`src/rtl/decode_if.sv`:
```
// Signal bundle between the decode stage and its surroundings: fetch next-PC
// controls, hazard/forwarding inputs, W-stage write port and ID/EX operands.
interface decode_if;
    logic [31:0] Instr_F;
    logic [31:0] PC_4_F;
    logic        stall;
    logic [1:0]  fwd_rs_sel;
    logic [1:0]  fwd_rt_sel;
    logic [31:0] fwd_data_E;
    logic [31:0] fwd_data_M;
    logic        reg_we;
    logic [4:0]  reg_waddr;
    logic [31:0] reg_wdata;

    logic        pc_en;
    logic [1:0]  PCSrc;
    logic [31:0] ext_offset;
    logic [31:0] ext_index;
    logic [31:0] GPR_rs;
    logic [31:0] instr_D;
    logic [31:0] pc8_D;
    logic [31:0] rs_data_D;
    logic [31:0] rt_data_D;
    logic [31:0] imm32_D;

    modport master (
        output Instr_F, PC_4_F, stall, fwd_rs_sel, fwd_rt_sel,
               fwd_data_E, fwd_data_M, reg_we, reg_waddr, reg_wdata,
        input  pc_en, PCSrc, ext_offset, ext_index, GPR_rs, instr_D,
               pc8_D, rs_data_D, rt_data_D, imm32_D
    );

    modport slave (
        input  Instr_F, PC_4_F, stall, fwd_rs_sel, fwd_rt_sel,
               fwd_data_E, fwd_data_M, reg_we, reg_waddr, reg_wdata,
        output pc_en, PCSrc, ext_offset, ext_index, GPR_rs, instr_D,
               pc8_D, rs_data_D, rt_data_D, imm32_D
    );
endinterface

```
`src/rtl/decode_stage.sv`:
```
// Pipeline decode stage: IF/ID register, 32x32 GPR file with write-through
// bypass, operand forwarding, and branch/jump resolution for the fetch stage.
module decode_stage #(
    parameter logic [31:0] RESET_PC = 32'h0000_3000,
    parameter int          NREG     = 32
) (
    input  logic     clk,
    input  logic     reset,
    decode_if.slave  dif
);

    localparam logic [5:0] OP_SPECIAL = 6'b000000;
    localparam logic [5:0] OP_J       = 6'b000010;
    localparam logic [5:0] OP_JAL     = 6'b000011;
    localparam logic [5:0] OP_BEQ     = 6'b000100;
    localparam logic [5:0] OP_BNE     = 6'b000101;
    localparam logic [5:0] OP_ANDI    = 6'b001100;
    localparam logic [5:0] OP_ORI     = 6'b001101;
    localparam logic [5:0] OP_XORI    = 6'b001110;
    localparam logic [5:0] FN_JR      = 6'b001000;
    localparam logic [5:0] FN_JALR    = 6'b001001;

    localparam logic [1:0] PC_SEQ    = 2'd0;
    localparam logic [1:0] PC_BRANCH = 2'd1;
    localparam logic [1:0] PC_JUMP   = 2'd2;
    localparam logic [1:0] PC_REG    = 2'd3;

    logic [31:0] instr_q;
    logic [31:0] pc4_q;
    logic [31:0] gpr [NREG];

    logic [5:0]  op;
    logic [5:0]  funct;
    logic [4:0]  rs_addr;
    logic [4:0]  rt_addr;
    logic [15:0] imm16;
    logic [31:0] rs_gpr;
    logic [31:0] rt_gpr;
    logic [31:0] rs_val;
    logic [31:0] rt_val;
    logic [31:0] sext;
    logic [31:0] zext;
    logic [1:0]  pc_src;

    // IF/ID register; no flush on taken branches, the delay slot always runs
    always_ff @(posedge clk or posedge reset) begin
        if (reset) begin
            instr_q <= '0;
            pc4_q   <= RESET_PC;
        end else if (!dif.stall) begin
            instr_q <= dif.Instr_F;
            pc4_q   <= dif.PC_4_F;
        end
    end

    always_ff @(posedge clk or posedge reset) begin
        if (reset) begin
            gpr <= '{default: '0};
        end else if (dif.reg_we && dif.reg_waddr != 5'd0) begin
            gpr[dif.reg_waddr] <= dif.reg_wdata;
        end
    end

    assign op      = instr_q[31:26];
    assign rs_addr = instr_q[25:21];
    assign rt_addr = instr_q[20:16];
    assign imm16   = instr_q[15:0];
    assign funct   = instr_q[5:0];

    function automatic logic [31:0] gpr_read(input logic [4:0]  addr,
                                             input logic [31:0] stored,
                                             input logic        we,
                                             input logic [4:0]  waddr,
                                             input logic [31:0] wdata);
        if (addr == 5'd0)
            return 32'd0;
        else if (we && waddr == addr)
            return wdata;
        else
            return stored;
    endfunction

    function automatic logic [31:0] fwd_mux(input logic [1:0]  sel,
                                            input logic [31:0] reg_val,
                                            input logic [31:0] data_e,
                                            input logic [31:0] data_m);
        case (sel)
            2'd1:    return data_e;
            2'd2:    return data_m;
            default: return reg_val;
        endcase
    endfunction

    assign rs_gpr = gpr_read(rs_addr, gpr[rs_addr], dif.reg_we, dif.reg_waddr, dif.reg_wdata);
    assign rt_gpr = gpr_read(rt_addr, gpr[rt_addr], dif.reg_we, dif.reg_waddr, dif.reg_wdata);
    assign rs_val = fwd_mux(dif.fwd_rs_sel, rs_gpr, dif.fwd_data_E, dif.fwd_data_M);
    assign rt_val = fwd_mux(dif.fwd_rt_sel, rt_gpr, dif.fwd_data_E, dif.fwd_data_M);

    assign sext = {{16{imm16[15]}}, imm16};
    assign zext = {16'd0, imm16};

    always_comb begin
        pc_src = PC_SEQ;
        case (op)
            OP_BEQ:     if (rs_val == rt_val) pc_src = PC_BRANCH;
            OP_BNE:     if (rs_val != rt_val) pc_src = PC_BRANCH;
            OP_J,
            OP_JAL:     pc_src = PC_JUMP;
            OP_SPECIAL: if (funct == FN_JR || funct == FN_JALR) pc_src = PC_REG;
            default:    pc_src = PC_SEQ;
        endcase
        // a stalled decode must not redirect fetch; it is re-resolved next cycle
        if (dif.stall)
            pc_src = PC_SEQ;
    end

    assign dif.pc_en      = ~dif.stall;
    assign dif.PCSrc      = pc_src;
    assign dif.ext_offset = sext;
    assign dif.ext_index  = {pc4_q[31:28], instr_q[25:0], 2'b00};
    assign dif.GPR_rs     = rs_val;
    assign dif.instr_D    = instr_q;
    assign dif.pc8_D      = pc4_q + 32'd4;
    assign dif.rs_data_D  = rs_val;
    assign dif.rt_data_D  = rt_val;
    assign dif.imm32_D    = (op == OP_ANDI || op == OP_ORI || op == OP_XORI) ? zext : sext;

endmodule

```
`src/flat_wrapper.sv`:
```
// flat-port wrapper written by rule: the top's interface ports become plain ports
module decode_stage_flat 
#(
    parameter logic [31:0] RESET_PC = 32'h0000_3000,
    parameter int          NREG     = 32
)
  (clk, reset, dif_Instr_F, dif_PC_4_F, dif_stall, dif_fwd_rs_sel, dif_fwd_rt_sel, dif_fwd_data_E, dif_fwd_data_M, dif_reg_we, dif_reg_waddr, dif_reg_wdata, dif_pc_en, dif_PCSrc, dif_ext_offset, dif_ext_index, dif_GPR_rs, dif_instr_D, dif_pc8_D, dif_rs_data_D, dif_rt_data_D, dif_imm32_D);
  decode_if dif_i ();
  input  logic clk;
  input  logic reset;
  input wire logic [$bits(dif_i.Instr_F)-1:0] dif_Instr_F;
  input wire logic [$bits(dif_i.PC_4_F)-1:0] dif_PC_4_F;
  input wire logic [$bits(dif_i.stall)-1:0] dif_stall;
  input wire logic [$bits(dif_i.fwd_rs_sel)-1:0] dif_fwd_rs_sel;
  input wire logic [$bits(dif_i.fwd_rt_sel)-1:0] dif_fwd_rt_sel;
  input wire logic [$bits(dif_i.fwd_data_E)-1:0] dif_fwd_data_E;
  input wire logic [$bits(dif_i.fwd_data_M)-1:0] dif_fwd_data_M;
  input wire logic [$bits(dif_i.reg_we)-1:0] dif_reg_we;
  input wire logic [$bits(dif_i.reg_waddr)-1:0] dif_reg_waddr;
  input wire logic [$bits(dif_i.reg_wdata)-1:0] dif_reg_wdata;
  output wire logic [$bits(dif_i.pc_en)-1:0] dif_pc_en;
  output wire logic [$bits(dif_i.PCSrc)-1:0] dif_PCSrc;
  output wire logic [$bits(dif_i.ext_offset)-1:0] dif_ext_offset;
  output wire logic [$bits(dif_i.ext_index)-1:0] dif_ext_index;
  output wire logic [$bits(dif_i.GPR_rs)-1:0] dif_GPR_rs;
  output wire logic [$bits(dif_i.instr_D)-1:0] dif_instr_D;
  output wire logic [$bits(dif_i.pc8_D)-1:0] dif_pc8_D;
  output wire logic [$bits(dif_i.rs_data_D)-1:0] dif_rs_data_D;
  output wire logic [$bits(dif_i.rt_data_D)-1:0] dif_rt_data_D;
  output wire logic [$bits(dif_i.imm32_D)-1:0] dif_imm32_D;
  assign dif_i.Instr_F = dif_Instr_F;
  assign dif_i.PC_4_F = dif_PC_4_F;
  assign dif_i.stall = dif_stall;
  assign dif_i.fwd_rs_sel = dif_fwd_rs_sel;
  assign dif_i.fwd_rt_sel = dif_fwd_rt_sel;
  assign dif_i.fwd_data_E = dif_fwd_data_E;
  assign dif_i.fwd_data_M = dif_fwd_data_M;
  assign dif_i.reg_we = dif_reg_we;
  assign dif_i.reg_waddr = dif_reg_waddr;
  assign dif_i.reg_wdata = dif_reg_wdata;
  assign dif_pc_en = dif_i.pc_en;
  assign dif_PCSrc = dif_i.PCSrc;
  assign dif_ext_offset = dif_i.ext_offset;
  assign dif_ext_index = dif_i.ext_index;
  assign dif_GPR_rs = dif_i.GPR_rs;
  assign dif_instr_D = dif_i.instr_D;
  assign dif_pc8_D = dif_i.pc8_D;
  assign dif_rs_data_D = dif_i.rs_data_D;
  assign dif_rt_data_D = dif_i.rt_data_D;
  assign dif_imm32_D = dif_i.imm32_D;
  decode_stage #(.RESET_PC(RESET_PC), .NREG(NREG)) u_core (.clk(clk), .reset(reset), .dif(dif_i));
endmodule
```
`config.mk`:
```
export PLATFORM = sky130hd
export DESIGN_NAME = decode_stage_flat
export DESIGN_NICKNAME = d
export VERILOG_FILES = /design/src/rtl/decode_if.sv /design/src/rtl/decode_stage.sv /design/src/flat_wrapper.sv
export SDC_FILE = /design/constraint.sdc
export NUM_CORES = 2
export LEC_CHECK = 0
export ABC_AREA = 0
export CORE_MARGIN = 5
export CORE_UTILIZATION = 55
export CTS_CLUSTER_DIAMETER = 200
export DETAILED_ROUTE_END_ITERATION = 10
export PLACE_DENSITY = 0.74
export SETUP_SLACK_MARGIN = 0.05
export SLEW_MARGIN = 20
export SYNTH_ARGS = -nofsm -noshare
export SYNTH_HDL_FRONTEND = slang
export SYNTH_SLANG_ARGS = --single-unit
```
`constraint.sdc`:
```
create_clock -name clk -period 47.1 [get_ports clk]
set_input_delay 11.775 -clock clk [delete_from_list [all_inputs] [get_ports clk]]
set_output_delay 11.775 -clock clk [all_outputs]
set_load 0.02 [all_outputs]
```
==> out/qor.yml <==
drt_wl_total_um: 222000
rows: 122
io_pins: 432
clk_path_buf_depth: 3
rsz0062_at_grt: "false"
power_density_nw_per_um2: 44.0
wl_per_cell_um: 36.7
maxCapViolCount: 0
critical_path_class: "input port to output pin"
hold_buffers: 0
grt-ovfl-total: 0
die_h_um: 342
antenna_found_initial: 9
worstSkewPairLatency_ns: 0.71
maxSlewViolCount: 0
cts-resized-gates: 0
tns_ns: 0
cp_max_fo: 34
crit_arrival_ns: 17.88
numCtsBuffers: 115
finalSetupViolCount: 0
start_util: 0.551
drc: 0
ys_seq_elements: 1088
hold_viol_final: 0
synth_edf_count: 0
h-tree-depth: 3
outcome: "finished clean"
synth_warnings: 0
area_growth_pct: 13.8
slowest_stage: "o31a_1"
postSynthCellCount: 4354
cts_root_buf: "clkbuf_16"
crit_top_cell: "clkdlybuf4s50_1"
clock.fmax_mhz: 33.7
crit_chain: "clkdlybuf4s50_1 -> inv_1 -> ha_2 -> buf_4 -> o31a_1 -> o211ai_1 -> nor3_1 -> a211o_1 -> xnor2_1 -> nand4_1 -> nor4_2 -> a21oi_1 -> or3_1 -> clkdlybuf4s50_1"
critical-path-top-delay-family: "simple AND/OR/NAND/NOR gates"
cp-start-kind: "input port"
first_iter_violations: 6340
cts_setup_buffers: 0
grt_max_degree: 173
synthArstFlopShare: 1.00
hold_path.class: "flip-flop to flip-flop"
cts_tree: "built"
tightest_slew_ns: 1.27
path_clk_slew_ns: 0.06
avgSynthCellArea_um2: 14.0
grt_pass1_wl_um: 317000
final.period_utilization: 0.630
layout-drive-gt1-share: 0.426
path_buf_inv: 4
fin_worst_skew_ns: 0
critPathCaptureType: "output pin"
io_buffers: 429
grt.total_usage: 0.374
clock-sinks: 1088
core_region_area_um2: 110000
synth-seq-area-share: 0.448
avgViaCountPerCell: 7.18
vias: 43400
die_w_um: 342
die-area_um2: 117000
required_ns: 35.33
ys_types: 82
grt_pass1_vias: 43000
gp_congestion: 0.996
synthesis.area_um2: 60800
peakVddDrop_uv: 34.2
crit_path_max_incr_delay_ns: 0.88
hold_ws_ns: 0.393
p_leak_nw: 29.3
period_minus_slack_ns: 29.66
dpl.hpwl_um: 140000
layout.nets: 4640
drt-pass1-iter-count: 8
max_slew_margin: 0.152
ys_dominant_reg_cell: "dfrtp_1"
postRouteAntennaNets: 0
[final timing paths]
path	start	to	slack, ns	depth (start not counted)
setup / recovery	dif_fwd_rs_sel[0]	dif_PCSrc[0]	17.44	14
hold reg to reg	u_core.gpr[1001]	u_core.gpr[1001]	0.39	0
hold / removal	u_core.gpr[1001]	u_core.gpr[1001]	0.39	0
min in group asynchronous	reset	u_core.gpr[739]	11.62	2
setup reg to reg	u_core.dif.instr_D[21]	u_core.dif.instr_D[21]	44.90	2
max in group asynchronous	reset	u_core.gpr[755]	31.67	7
[synth_stat cells (37+ instances only)]
master | count | share of area
xnor2_1 | 50 | 0.0072
a22oi_1 | 90 | 0.011
clkbuf_1 | 261 | 0.016
nor3_1 | 37 | 0.0030
nand2_1 | 137 | 0.0085
dfrtp_1 | 1086 | 0.45
buf_1 | 62 | 0.0038
buf_2 | 61 | 0.0050
nor2_1 | 86 | 0.0053
mux4_2 | 456 | 0.17
o21ai_0 | 39 | 0.0032
buf_4 | 167 | 0.021
o22ai_1 | 62 | 0.0064
mux2i_1 | 178 | 0.029
mux2_2 | 1078 | 0.20
[layout make-up]
cell class	count	area (um^2)
Antenna cell	7	17.5
Fill cell	8286	41100
Multi-Input combinational cell	2653	30500
Timing Repair Buffer	568	5390
Tap cell	1488	1860
Sequential cell	1088	27300
Inverter	36	143
Clock buffer	176	3470
Clock inverter	38	464
[cells in the final DEF, fill, tap and decap left out, types with 9 or more instances in the layout]
| cell type | count |
|---|---|
| clkbuf_8 | 28 |
| a311oi_1 | 11 |
| inv_1 | 28 |
| nor4_1 | 22 |
| a2111oi_0 | 9 |
| clkbuf_1 | 29 |
| nand4_1 | 16 |
| o22ai_1 | 62 |
| mux2_2 | 1078 |
| mux4_2 | 456 |
| o21ai_0 | 39 |
| bufinv_16 | 10 |
| nor2_4 | 16 |
| a221oi_1 | 12 |
| a31oi_1 | 10 |
| o211ai_1 | 15 |
| clkinv_2 | 19 |
| xnor2_1 | 50 |
| a211oi_1 | 27 |
| and2_1 | 21 |
| a22oi_1 | 90 |
| clkdlybuf4s50_1 | 427 |
| nand2_2 | 15 |
| a22o_1 | 17 |
| o2bb2ai_1 | 14 |
| a221o_1 | 15 |
| nand3_1 | 30 |
| xor2_1 | 18 |
| a21oi_1 | 26 |
| buf_4 | 134 |
| nand2_1 | 122 |
| dfrtp_1 | 1077 |
| nor3_1 | 35 |
| a211o_1 | 9 |
| mux2i_1 | 178 |
| clkbuf_16 | 119 |
| or3_1 | 10 |
| nor2_1 | 68 |
| and3_1 | 24 |
[power breakdown]
group | switching, W | total [W] | internal [W]
clock | 0.000390 | 0.000950 | 0.000560
sequential | 0.000141 | 0.00125 | 0.00111
combinational | 0.000412 | 0.000842 | 0.000430
[kinds of logic (layout without fill, tap and decap cells)]
kind of cell    Yosys count  after routing  synth area share
compound gates          415            415            0.0509
xor+xnor                 68             68           0.00980
fa+ha+maj                 5              5           0.00103
buf+inv                 614            818            0.0529
flops                  1088           1088             0.448
mux                    1718           1718             0.401
other cells               1              9         0.0000617
simple gates            445            445            0.0366
[metal layers]
layer | share of wire | GRT usage | vias to the layer above
li1 | - | - | 16800
met1 | 0.37 | 0.499 | 22700
met2 | 0.42 | 0.517 | 3221
met3 | 0.15 | 0.158 | 754
met4 | 0.070 | 0.207 | 2
met5 | 0.000076 | 0.00667 | -
[registers in the layout (all words and copies together) (netlist names)]
signal and flops:
u_core.gpr 1024, u_core.pc4_q 32, u_core.dif.instr_D 32
[stage by stage]
step | area, um^2 | setup slack (ns) | cells | total power (W) | util
4_1_cts | 69100 | 17.86 | 6046 | 0.00302 | 0.627
2_1_floorplan | 60800 | 4.70 | 4355 | 0.00180 | -
5_1_grt | 69100 | 17.55 | 6049 | 0.00314 | 0.627
3_3_place_gp | 65200 | 18.03 | 5832 | 0.00205 | 0.591
6_report | 69100 | 17.44 | 6054 | 0.00304 | 0.627
3_5_place_dp | 65200 | 17.88 | 5832 | 0.00208 | 0.591
No activity file was read; power rests on OpenSTA's default activity.
